`src/rtl/disp_arbiter.sv`:
```
// rtl/disp_arbiter.sv - three-source arbiter for the Display_Driver write port
// Each grant emits a data beat (Addr 0) then a sign beat (Addr 1); source 2 preempts the hold window.
module disp_arbiter #(
  parameter int HOLD_CYCLES = 1000
) (
  input  logic        Clock,
  input  logic        Reset,
  input  logic [2:0]  Req,
  input  logic [31:0] Data0,
  input  logic [31:0] Data1,
  input  logic [31:0] Data2,
  input  logic [3:0]  Sign0,
  input  logic [3:0]  Sign1,
  input  logic [3:0]  Sign2,
  output logic [2:0]  Ack,
  output logic [1:0]  Owner,
  output logic        Disp_WE,
  output logic        Disp_Addr,
  output logic [31:0] Disp_WD
);

  localparam int HW = (HOLD_CYCLES > 0) ? $clog2(HOLD_CYCLES + 1) : 1;
  localparam logic [HW-1:0] HOLD_LOAD = HW'(HOLD_CYCLES);

  typedef enum logic [1:0] {IDLE, WR_DATA, WR_SIGN} state_t;

  state_t        state, state_nxt;
  logic [HW-1:0] hold_cnt;
  logic          last;
  logic [31:0]   cap_data;
  logic [3:0]    cap_sign;
  logic [1:0]    win_idx;
  logic [2:0]    elig;
  logic          hold_free;
  logic          grant;
  logic [1:0]    grant_idx;

  // Only a non-owner 0/1 source is held off by the hold window.
  always_comb begin
    hold_free = (hold_cnt == '0);
    elig[0]   = Req[0] & (hold_free | (Owner == 2'd0));
    elig[1]   = Req[1] & (hold_free | (Owner == 2'd1));
    elig[2]   = Req[2];
    grant     = |elig;
  end

  always_comb begin
    grant_idx = 2'd0;
    if (elig[2]) begin
      grant_idx = 2'd2;
    end else if (elig[0] && elig[1]) begin
      grant_idx = last ? 2'd0 : 2'd1;
    end else if (elig[1]) begin
      grant_idx = 2'd1;
    end
  end

  always_comb begin
    state_nxt = state;
    case (state)
      IDLE:    if (grant) state_nxt = WR_DATA;
      WR_DATA: state_nxt = WR_SIGN;
      WR_SIGN: state_nxt = IDLE;
      default: state_nxt = IDLE;
    endcase
  end

  always_comb begin
    Disp_WE   = 1'b0;
    Disp_Addr = 1'b0;
    Disp_WD   = 32'd0;
    Ack       = 3'b000;
    case (state)
      WR_DATA: begin
        Disp_WE = 1'b1;
        Disp_WD = cap_data;
      end
      WR_SIGN: begin
        Disp_WE   = 1'b1;
        Disp_Addr = 1'b1;
        Disp_WD   = {28'd0, cap_sign};
        Ack       = 3'b001 << win_idx;
      end
      default: ;
    endcase
  end

  always_ff @(posedge Clock or negedge Reset) begin
    if (!Reset) begin
      state    <= IDLE;
      hold_cnt <= '0;
      last     <= 1'b1;
      cap_data <= 32'd0;
      cap_sign <= 4'd0;
      win_idx  <= 2'd0;
      Owner    <= 2'b11;
    end else begin
      state <= state_nxt;
      if (state == WR_SIGN) begin
        hold_cnt <= HOLD_LOAD;
        Owner    <= win_idx;
      end else if (!hold_free) begin
        hold_cnt <= hold_cnt - 1'b1;
      end
      // Capture at the grant edge so later Data/Sign changes cannot leak into the sequence.
      if (state == IDLE && grant) begin
        win_idx <= grant_idx;
        case (grant_idx)
          2'd1: begin
            cap_data <= Data1;
            cap_sign <= Sign1;
          end
          2'd2: begin
            cap_data <= Data2;
            cap_sign <= Sign2;
          end
          default: begin
            cap_data <= Data0;
            cap_sign <= Sign0;
          end
        endcase
        if (grant_idx != 2'd2) last <= grant_idx[0];
      end
    end
  end

endmodule

```
`config.mk`:
```
export PLATFORM = sky130hd
export DESIGN_NAME = disp_arbiter
export DESIGN_NICKNAME = d
export VERILOG_FILES = /design/src/rtl/disp_arbiter.sv
export SDC_FILE = /design/constraint.sdc
export NUM_CORES = 1
export LEC_CHECK = 0
export CAP_MARGIN = 30
export CORE_MARGIN = 3
export CORE_UTILIZATION = 35
export DETAILED_ROUTE_END_ITERATION = 10
export PLACE_DENSITY = 0.66
export SLEW_MARGIN = 30
export SYNTH_ARGS = -nofsm -noshare
export SYNTH_HDL_FRONTEND = slang
export SYNTH_SLANG_ARGS = --single-unit
```
`constraint.sdc`:
```
create_clock -name Clock -period 4.45 [get_ports Clock]
set_clock_uncertainty 0.2 [all_clocks]
set_input_delay 0.89 -clock Clock [delete_from_list [all_inputs] [get_ports Clock]]
set_output_delay 0.89 -clock Clock [all_outputs]
set_load 0.01 [all_outputs]
```
Word-level counts from Yosys, hierarchy flattened --
Index checks and enable logic that the tools add are counted.
Word-level totals: output and inout port bits 39, register bits 53, word-level logic and storage cells 43
Cells by class: bitwise logic cells 4, shifts and indexed selects 1, add/subtract/negate cells 1, reduce and logical (&&, ||, !) cells 8, equality and inequality tests 8, mux-type cells 14
Operator list (count):
- $pmux W32 S2 | 2
- $mux W10 | 2
- $logic_not A10 Y1 | 1
- $sub A10 B1 Y10 const B | 1
- $pmux W4 S2 | 1
- $eq A2 B1 Y1 const B | 3
- $mux W1 | 5
- $eq A2 B2 Y1 const B | 2
- $logic_not A2 Y1 | 2
- $mux W2 | 2
- $ne A2 B2 Y1 const B | 2
- $pmux W2 S2 | 1
- $mux W3 | 1
- $reduce_or A3 Y1 | 1
- $shl A1 B2 Y3 const A | 1
- $and A1 B1 Y1 | 2
- $logic_and A1 B1 Y1 | 2
- $ne A2 B1 Y1 const B | 1
- $or A1 B1 Y1 | 2
- $reduce_and A2 Y1 | 1
- $reduce_or A2 Y1 | 1

Longest topological paths before layout --
Gate-level depths: netlist of run 1.
word-level depth 8, mapped depth 10

Worst setup path after synthesis of run 1 --
OpenSTA, ideal clock, no wires.
kind register to output, from register state[0], to output Ack[2], arrival 1.488 ns, required time 3.360 ns, stages on the path, launching flop included 7, setup slack 1.872 ns, cell sequence dfrtp_1 -> inv_1 -> ha_1 -> clkbuf_1 -> clkbuf_1 -> nand2_1 -> nor2_1
On the way: longest elaborated chain between the ends 2
RTL lines:
- start, declared | RTL line 27 | state_t state, state_nxt;
- start signal, assigned | RTL line 98 | state <= state_nxt;
- $eq A2 B2 Y1 | RTL line 73 | case (state)
- $mux W3 | RTL line 73
- end, declared | RTL line 15 | output logic [2:0] Ack,
No other way between the ends.

Worst setup path after layout of run 1 --
from register state[0], to output Disp_WD[6]
On the way: longest elaborated chain between the ends 2, elaborated cells between the ends (all ways) 3, those cells by class eq/ne: 2; mux: 1
RTL lines:
- $eq A2 B2 Y1 / $eq A2 B1 Y1 (equally long branches) | RTL line 73
- $pmux W32 S2 (*) | RTL line 73
- end, declared | RTL line 19 | output logic [31:0] Disp_WD
Mark *: on every way between the ends. The rest lies on a longest branch, timed or not.

==> impl_metrics.tcl, run 1 <==
set metrics [dict create \
    die_h_um 101.9 \
    synth-xor-area-share_pct 1.089 \
    ys_types 34 \
    drt_pass1_iterations 4 \
    slew_headroom_pct 39.00 \
    core-area_um2 8806 \
    rsz0062_at_grt "no" \
    finalCritPeriodShare_pct 81.40 \
    multi_input_area_um2 1734 \
    initial_core_util_pct 36.53 \
    wl_per_cell_um 16.83 \
    syn_nets 462 \
    cts.path.max_buffers 2 \
    antenna_found_initial 0 \
    post_cts_resized 0 \
    antennaDiodeCount 0 \
    ctsHtreeMaxLevel 2 \
    drc 0 \
    ant_nets 0 \
    drive_gt1_share_pct 5.394 \
    clock-root-buffer "clkbuf_8" \
    crit_family "adder cells" \
    nFillCells 820 \
    power_switching_uw 973.2 \
    min_path_type "flip-flop to flip-flop" \
    layout.nets 601 \
    holdBufCountCts 0 \
    crit_path_cell_trace "inv_1 -> ha_1 -> and3_1 -> clkdlybuf4s50_1" \
    final-max-slew-violation-count 0 \
    power_per_cell_area_nw_per_um2 497.2 \
    pwr-share-clk_pct 11.7 \
    seqPwrFrac_pct 33.9 \
    register_area_um2 1330 \
    cts_tree "built" \
    end_kind "output pin" \
    ir_worst_vdd_v 0.0002738 \
    crit_fanout 33 \
    port_buffers 151 \
    highest_layer "met4" \
    synthSimpleGateAreaFrac_pct 21.70 \
    finalHoldViolCount 0 \
    dp_hpwl_mm 7.226 \
    cts_setup_buffers 0 \
    met3_length_um 696 \
    wl_met2_mm 4.968 \
    die_area_um2 10380 \
    synth_compound_area_share_pct 15.29 \
    clk_latency_ps 300 \
    period_minus_slack_ps 3622 \
    routed_wirelength_mm 9.930 \
    ys_async_sr_fraction_pct 100.0 \
    synth_seq_cells 53 \
    switching_share_pct 39.93 \
    grt_pass1_wl_mm 15.40 \
    fmax_mhz 276.1 \
    crit_path_max_incr_delay_ps 900 \
    path_buf_inv 2 \
    cts_buffers 5 \
    crit_required_ps 3360 \
    startpoint_type "flip-flop" \
    synthCells 342 \
    avgViaCountPerCell 5.244 \
    grt_max_degree 39 \
    clock_sinks 53 \
    worst_pin_slew_ps 915.0 \
    synthAdderAreaFrac_pct 2.723 \
    synth_ff_type "dfrtp_1" \
    first_global_vias 3094 \
    postSynthAreaPerCell_um2 9.406 \
    p_leak_nw 2.166 \
    ios 152 \
    die_w_um 101.9 \
    vias 3094 \
    seq_area_frac_synth_pct 41.35 \
    status "completed" \
    syn_area_um2 3217 \
    r2r_setup_slack_ps 1510 \
    gp_congestion 0.7819 \
    ys_warn_count 0 \
    total_power_mw 2.437 \
    num_rows 34 \
    grt_usage_pct 18.80 \
    worstPathArrival_ps 2530 \
    syn2layout_area_growth_pct 52.35 \
    synth-edff-count 0 \
    routedLengthMet1_mm 4.192 \
    synth_top_family_by_area "simple AND/OR/NAND/NOR gates" \
    slowest_stage "ha_1" \
    finalSetupViolations 0 \
    clk_pin_slew_ps 90 \
    grt_overflow 0 \
    power_frac_comb_pct 54.5 \
    finalSetupTns_ps 0 \
    muxShareOfSynthArea_pct 12.21 \
    p_int_mw 1.464 \
    maxCapViolations 0 \
    drt_iter0_drc 140 \
    critical_path_class "flip-flop to output pin" \
]
## flip-flops by register name (all words and copies together), names as in the netlist
signal	cells
cap_sign	4
win_idx	2
cap_data	32
hold_cnt	10
state	2
Owner	2
last	1
## routing by layer
| metal | GRT usage (%) | vias to the layer above |
|---|---|---|
| li1 | - | 1506 |
| met1 | 24.53 | 1484 |
| met2 | 31.69 | 98 |
| met3 | 4.505 | 6 |
| met4 | 4.541 | 0 |
| met5 | 0 | - |
## final cells by class
cell class / instances / area share, %
tap: 108 / 2.757
multi-input combinational: 252 / 35.38
timing repair buffer: 161 / 32.27
sequential: 53 / 27.14
inverter: 8 / 0.6127
clock buffer: 8 / 1.838
## cell families (layout without fill, tap and decap cells)
logic type	after synthesis	count (layout)
AOI/OAI and AO/OA	94	94
and+or+nand+nor	108	108
buffers and inverters	37	177
xor gates and xnor gates	4	4
DFF	53	53
muxes	39	39
adders and majority gates	7	7
## worst reg2reg max path: stages, from the launching register on
cell	delay (ps)
dfrtp_1	400
inv_1	130
ha_1	210
nor3b_1	310
nand4b_1	320
a21oi_2	690
buf_4	360
o21ai_0	120
a21oi_1	120
## stage by stage
stage / utilization, % / setup WS (ps) / hold WS (ps) / instance area, um2 / instances
global route: 55.66 / 644.4 / 335.7 / 4901 / 590
finish: 55.66 / 827.9 / 316.6 / 4901 / 590
CTS: 55.66 / 781.1 / 316.8 / 4901 / 590
global placement: 54.63 / 1138 / 288.3 / 4811 / 582
floorplan: - / 1872 / 263.6 / 3217 / 342
detailed placement: 54.63 / 1074 / 298.6 / 4811 / 582
## Yosys cell counts (2+ instances only)
master,number,share of area (%)
clkbuf_1,20,2.3
a22oi_1,4,0.93
a21oi_1,42,6.5
o21ai_0,42,6.5
and3_1,32,6.2
nand3_1,2,0.31
buf_4,5,1.2
nand2b_1,5,0.97
nor2_1,6,0.70
nor2b_1,5,0.97
dfrtp_1,50,39
nor3_1,3,0.47
nand2_1,6,0.70
or3_1,4,0.78
inv_1,8,0.93
nand3b_1,38,8.9
dfstp_2,3,2.5
mux2_2,2,0.70
mux2i_1,37,12
xnor2_1,4,1.1
a211oi_1,2,0.47
buf_6,3,1.1
ha_1,7,2.7
o21ai_1,2,0.31
## path summary, 6_finish.rpt
kind                              from           to  cells after the start
setup / recovery              state[0]   Disp_WD[6]                      4
hold / removal                    last         last                      2
setup reg to reg           hold_cnt[0]  cap_data[9]                      8
hold reg to reg                   last         last                      2
max in group asynchronous        Reset  cap_data[2]                      2
min in group asynchronous        Reset  hold_cnt[0]                      1
## power groups by stage
stage | logic (mW) | clock network (mW) | registers (mW)
after detailed placement | 1.34 | 0 | 0.831
final | 1.33 | 0.284 | 0.826
after global placement | 1.30 | 0 | 0.826
after global routing | 1.46 | 0.313 | 0.857
after floorplan | 0.755 | 0 | 0.798
after CTS | 1.34 | 0.294 | 0.826
## placed cells by master, fill, tap and decap left out, types with 2 or more instances in the layout
master and n:
nor2_1 6, ha_1 7, clkdlybuf4s50_1 150, clkbuf_1 2, nand3_1 2, dfrtp_1 50, a22oi_1 4, and3_1 32
nand3b_1 38, nor3_1 3, xnor2_1 4, dfstp_2 3, buf_4 10, nand2_1 6, o21ai_0 42, mux2_2 2
mux2i_1 36, clkbuf_8 6, nor2b_1 5, inv_1 8, nand2b_1 5, or3_1 4, a21oi_1 41, o21ai_1 2
Note: power is estimated with default switching activity, not from simulation.
==> run 2, diff against run 1 <==
--- a/config.mk
+++ b/config.mk
@@ -9,7 +9,7 @@
 export CORE_MARGIN = 3
 export CORE_UTILIZATION = 35
 export DETAILED_ROUTE_END_ITERATION = 10
-export PLACE_DENSITY = 0.66
+export PLACE_DENSITY = 0.69
 export SLEW_MARGIN = 30
 export SYNTH_ARGS = -nofsm -noshare
 export SYNTH_HDL_FRONTEND = slang
==> constraint.sdc (replaced) <==
create_clock -name Clock -period 3 [get_ports Clock]
set_clock_uncertainty 0.2 [all_clocks]
set_input_delay 0.6 -clock Clock [delete_from_list [all_inputs] [get_ports Clock]]
set_output_delay 0.6 -clock Clock [all_outputs]
set_load 0.01 [all_outputs]
==> run 2 against run 1 <==
Compared with the run above:
- critical path depth up 1
- global-route usage up 0.98 points
- via count up 3.8%
- clock power up 48%
- register-to-register slack worse by 1100 ps
- routed wire length up 3.7%
- worst setup slack worse by 730 ps
- critical endpoint unchanged
==> impl_metrics.tcl, run 2 (synthesis gave the netlist of run 1 again) <==
set metrics [dict create \
    dp_hpwl_mm 7.475 \
    r2r_setup_slack_ps 400 \
    crit_path_cell_trace "inv_1 -> ha_2 -> buf_12 -> and3_1 -> clkdlybuf4s50_1" \
    clock-root-buffer "clkbuf_8" \
    antenna_found_initial 0 \
    num_rows 34 \
    vias 3212 \
    worstPathArrival_ps 2100 \
    drive_gt1_share_pct 6.776 \
    clock_sinks 53 \
    whs_ps 88.85 \
    drt_pass1_iterations 4 \
    critical_path_class "flip-flop to output pin" \
    cts.path.max_buffers 2 \
    crit_path_max_incr_delay_ps 580 \
    cts_setup_buffers 0 \
    antennaDiodeCount 0 \
    startpoint_type "flip-flop" \
    top_regs "cap_data (32), hold_cnt (10), cap_sign (4)" \
    first_global_vias 3340 \
    die_area_um2 10380 \
    worst_pin_slew_ps 559.6 \
    grt_pass1_wl_mm 16.30 \
    crit_fanout 30 \
    path_buf_inv 3 \
    cts_buffers 5 \
    ir_worst_vdd_v 0.0003772 \
    finalHoldViolCount 0 \
    slowest_stage "clkdlybuf4s50_1" \
    placed_cells 587 \
    end_kind "output pin" \
    ff2ff_path_depth 8 \
    die_h_um 101.9 \
    rsz0062_at_grt "no" \
    final_common_cell "clkdlybuf4s50_1" \
    ant_nets 0 \
    regToRegEndpoint "cap_data[7]" \
    wl_per_cell_um 17.30 \
    grt_max_degree 44 \
    grt_overflow 0 \
    maxCapViolations 0 \
    die_w_um 101.9 \
    drc 0 \
    avgViaCountPerCell 5.398 \
    routed_wirelength_mm 10.29 \
    power_per_cell_area_nw_per_um2 745.1 \
    syn2layout_area_growth_pct 55.08 \
    gp_congestion 0.8036 \
    port_buffers 151 \
    fmax_mhz 344.4 \
    final-max-slew-violation-count 0 \
    layout.nets 606 \
    slew_headroom_pct 62.70 \
    min_path_type "primary input to asynchronous set/reset pin" \
    finalCritPeriodShare_pct 96.80 \
    finalSetupTns_ps 0 \
    final_core_util_pct 56.65 \
    ctsHtreeMaxLevel 2 \
    finalSetupViolations 0 \
    crit_family "buffers and inverters" \
    stdcell_count 595 \
    crit_required_ps 2200 \
    cts_tree "built" \
    ios 152 \
    clk_pin_slew_ps 100 \
    core-area_um2 8806 \
    status "completed" \
    top_register "cap_data" \
    period_minus_slack_ps 2904 \
    final_cell_mix "clkdlybuf4s50_1, dfrtp_1, o21ai_0" \
    drt_iter0_drc 115 \
    reg2reg_from "hold_cnt[0]" \
    clk_latency_ps 300 \
    grt_usage_pct 19.78 \
    largest_reg_flops 32 \
    p_leak_nw 2.239 \
    total_power_mw 3.717 \
    initial_core_util_pct 36.53 \
]
[run 2: worst register-to-register path: cells and delay by family (launching register included)]
kind	cells	cell delay, ps
AND/OR/NAND/NOR	2	640
multiplexers	2	590
flip-flops	1	380
buffers and inverters	2	360
adder cells (fa/ha/maj)	1	220
AO/OA/AOI/OAI	1	90
[run 2: report_power, final]
group / total, mW / switching (mW) / internal [mW]
logic: 2.07 / 1.08 / 0.991
registers: 1.23 / 0.175 / 1.05
clock network: 0.421 / 0.232 / 0.189
total: 3.72 / 1.48 / 2.23
[run 2: area by class of cell]
cell class,instances,area (um2)
inverters,8,30.03
well taps,108,135.1
clock buffers,8,90.09
multi-input cells,252,1739
fillers,814,3817
flip-flops and latches,53,1330
repair buffers,166,1664
[run 2: through the flow]
stage	cell area (um2)	setup slack [ps]
final	4989	96.08
after global routing	4989	0.5780
after CTS	4981	58.14
after detailed placement	4888	315.4
after global placement	4886	280.0
after floorplan	3217	660.6
[run 2: worst max path at each step]
stage                     slack [ps]  cells after the start            to        start
final                            100                      5    Disp_WD[6]     state[0]
after global routing             0.6                      5    Disp_WD[6]     state[1]
after CTS                         60                      5    Disp_WD[6]     state[0]
after detailed placement         320                      5    Disp_WD[2]     state[0]
after global placement           280                      5    Disp_WD[2]     state[0]
after floorplan                  660                     10  cap_data[29]  hold_cnt[0]
[run 2: routing by layer]
metal | global-route usage, % | wire (um)
met5 | 0 | 0
met4 | 5.651 | 206
met3 | 4.164 | 666
met2 | 33.35 | 4926
met1 | 25.83 | 4494
[run 2: what timing repair did]
action                                  CTS  global route
gates resized for setup                   1             3
hold buffers                              0             0
cloned                                    0             0
endpoints found under the setup margin    4            10
==> run 3, diff against run 2 <==
--- a/config.mk
+++ b/config.mk
@@ -7,9 +7,10 @@
 export LEC_CHECK = 0
 export CAP_MARGIN = 30
 export CORE_MARGIN = 3
-export CORE_UTILIZATION = 35
+export CORE_UTILIZATION = 30
+export CTS_CLUSTER_SIZE = 30
 export DETAILED_ROUTE_END_ITERATION = 10
-export PLACE_DENSITY = 0.69
+export PLACE_DENSITY = 0.6
 export SLEW_MARGIN = 30
 export SYNTH_ARGS = -nofsm -noshare
 export SYNTH_HDL_FRONTEND = slang
==> run 3 against run 2 <==
Compared with the run above:
- cell area grew 0.60%
- worst setup slack gained 27 ps
- clock power shrank 2%
- critical path depth grew 1
- fmax grew 0.94%
- register-to-register slack lost 70 ps
- sequential power is essentially flat
- worst hold slack lost 18 ps
- routed wire length shrank 1.8%
==> impl_metrics.tcl, run 3 (synthesis gave the netlist of run 1 again) <==
set metrics [dict create \
    whs_ps 71.08 \
    maxCapViolations 0 \
    drt_iter0_drc 132 \
    first_global_vias 3134 \
    cts.path.max_buffers 2 \
    worst_pin_slew_ps 464.1 \
    die_area_um2 12000 \
    end_kind "output pin" \
    drc 0 \
    largest_reg_flops 32 \
    finalHoldViolCount 0 \
    cts_tree "built" \
    ant_nets 0 \
    layout.nets 605 \
    dp_hpwl_mm 7.216 \
    port_buffers 151 \
    wl_per_cell_um 16.26 \
    min_path_type "primary input to asynchronous set/reset pin" \
    crit_fanout 32 \
    holdBufCountCts 0 \
    p_leak_nw 2.209 \
    initial_core_util_pct 31.02 \
    worstPathArrival_ps 2080 \
    vias 3108 \
    die_h_um 109.6 \
    grt_pass1_wl_mm 15.94 \
    critical_path_class "flip-flop to output pin" \
    period_minus_slack_ps 2877 \
    syn2layout_area_growth_pct 56.01 \
    nFillCells 1031 \
    ir_worst_vdd_v 0.0005823 \
    avgViaCountPerCell 4.997 \
    final_cell_mix "clkdlybuf4s50_1, dfrtp_1, o21ai_0" \
    clock-root-buffer "clkbuf_8" \
    drive_gt1_share_pct 6.790 \
    rsz0062_at_grt "yes" \
    antenna_found_initial 0 \
    status "completed" \
    core-area_um2 10370 \
    power_per_cell_area_nw_per_um2 740.5 \
    finalSetupTns_ps 0 \
    final_common_cell "clkdlybuf4s50_1" \
    grt_usage_pct 16.75 \
    top_register "cap_data" \
    crit_required_ps 2200 \
    clk_pin_slew_ps 110 \
    grt_overflow 0 \
    antennaDiodeCount 0 \
    grt_max_degree 39 \
    clock_sinks 53 \
    gp_congestion 0.7672 \
    clk_latency_ps 310 \
    num_rows 37 \
    cts_buffers 5 \
    ff2ff_path_depth 8 \
    die_w_um 109.6 \
    finalCritPeriodShare_pct 95.89 \
    top_regs "cap_data (32), hold_cnt (10), cap_sign (4)" \
    finalSetupViolations 0 \
    drt_pass1_iterations 4 \
    fmax_mhz 347.6 \
    routed_wirelength_mm 10.11 \
    slew_headroom_pct 69.06 \
    startpoint_type "flip-flop" \
    ios 152 \
    ctsHtreeMaxLevel 2 \
    final-max-slew-violation-count 0 \
]
[run 3: cell type report]
cell class | count | area [um2] | area share, %
Clock buffer | 6 | 72.57 | 1.446
Clock inverter | 2 | 15.01 | 0.2992
Inverter | 8 | 30.03 | 0.5984
Multi-Input combinational cell | 252 | 1749 | 34.85
Sequential cell | 53 | 1330 | 26.50
Tap cell | 136 | 170.2 | 3.391
Timing Repair Buffer | 165 | 1652 | 32.91
[run 3: metal layers]
layer  global-route usage [%]  part of all wire [%]  vias to the layer above
met1                    21.80                    42                     1498
met5                        0                     0                        -
met2                    27.94                    50                       93
li1                         -                     -                     1512
met3                    3.934                   6.9                        5
met4                    4.452                  0.67                        0
[run 3: timing repair]
action	CTS	global route
endpoints found under the hold margin	0	0
resized for setup	0	7
setup endpoints to repair	0	32
buffers inserted	0	1
[run 3: worst max-delay path, stage by stage (launching register included)]
cell	delay, ps
dfrtp_1	390
inv_1	160
ha_1	230
buf_12	190
a22oi_1	90
nor2b_1	140
clkdlybuf4s50_1	560
[run 3: final timing paths]
path,slack (ps),startpoint,to
setup / recovery,120,state[1],Disp_WD[2]
hold / removal,70,Reset,cap_data[16]
setup reg to reg,330,hold_cnt[0],cap_data[8]
hold reg to reg,320,hold_cnt[3],hold_cnt[3]
max in group asynchronous,2180,Reset,Owner[1]
min in group Clock,320,hold_cnt[3],hold_cnt[3]
[run 3: power breakdown]
part / leakage, nW / switching [mW] / internal (mW)
combinational: 1.58 / 1.06 / 1.03
clock: 0.0374 / 0.247 / 0.165
sequential: 0.593 / 0.168 / 1.05
total: 2.21 / 1.47 / 2.24
[run 3: stage by stage]
stage	setup WS, ps	util (%)	cells	power [mW]	cell area (um2)
finish	123.2	48.40	622	3.716	5019
global route	-29.17	48.40	622	4.040	5019
CTS	13.65	48.03	621	3.697	4981
detailed placement	250.3	47.19	613	3.274	4893
global placement	371.2	47.19	613	3.231	4893
floorplan	660.6	-	342	2.304	3217
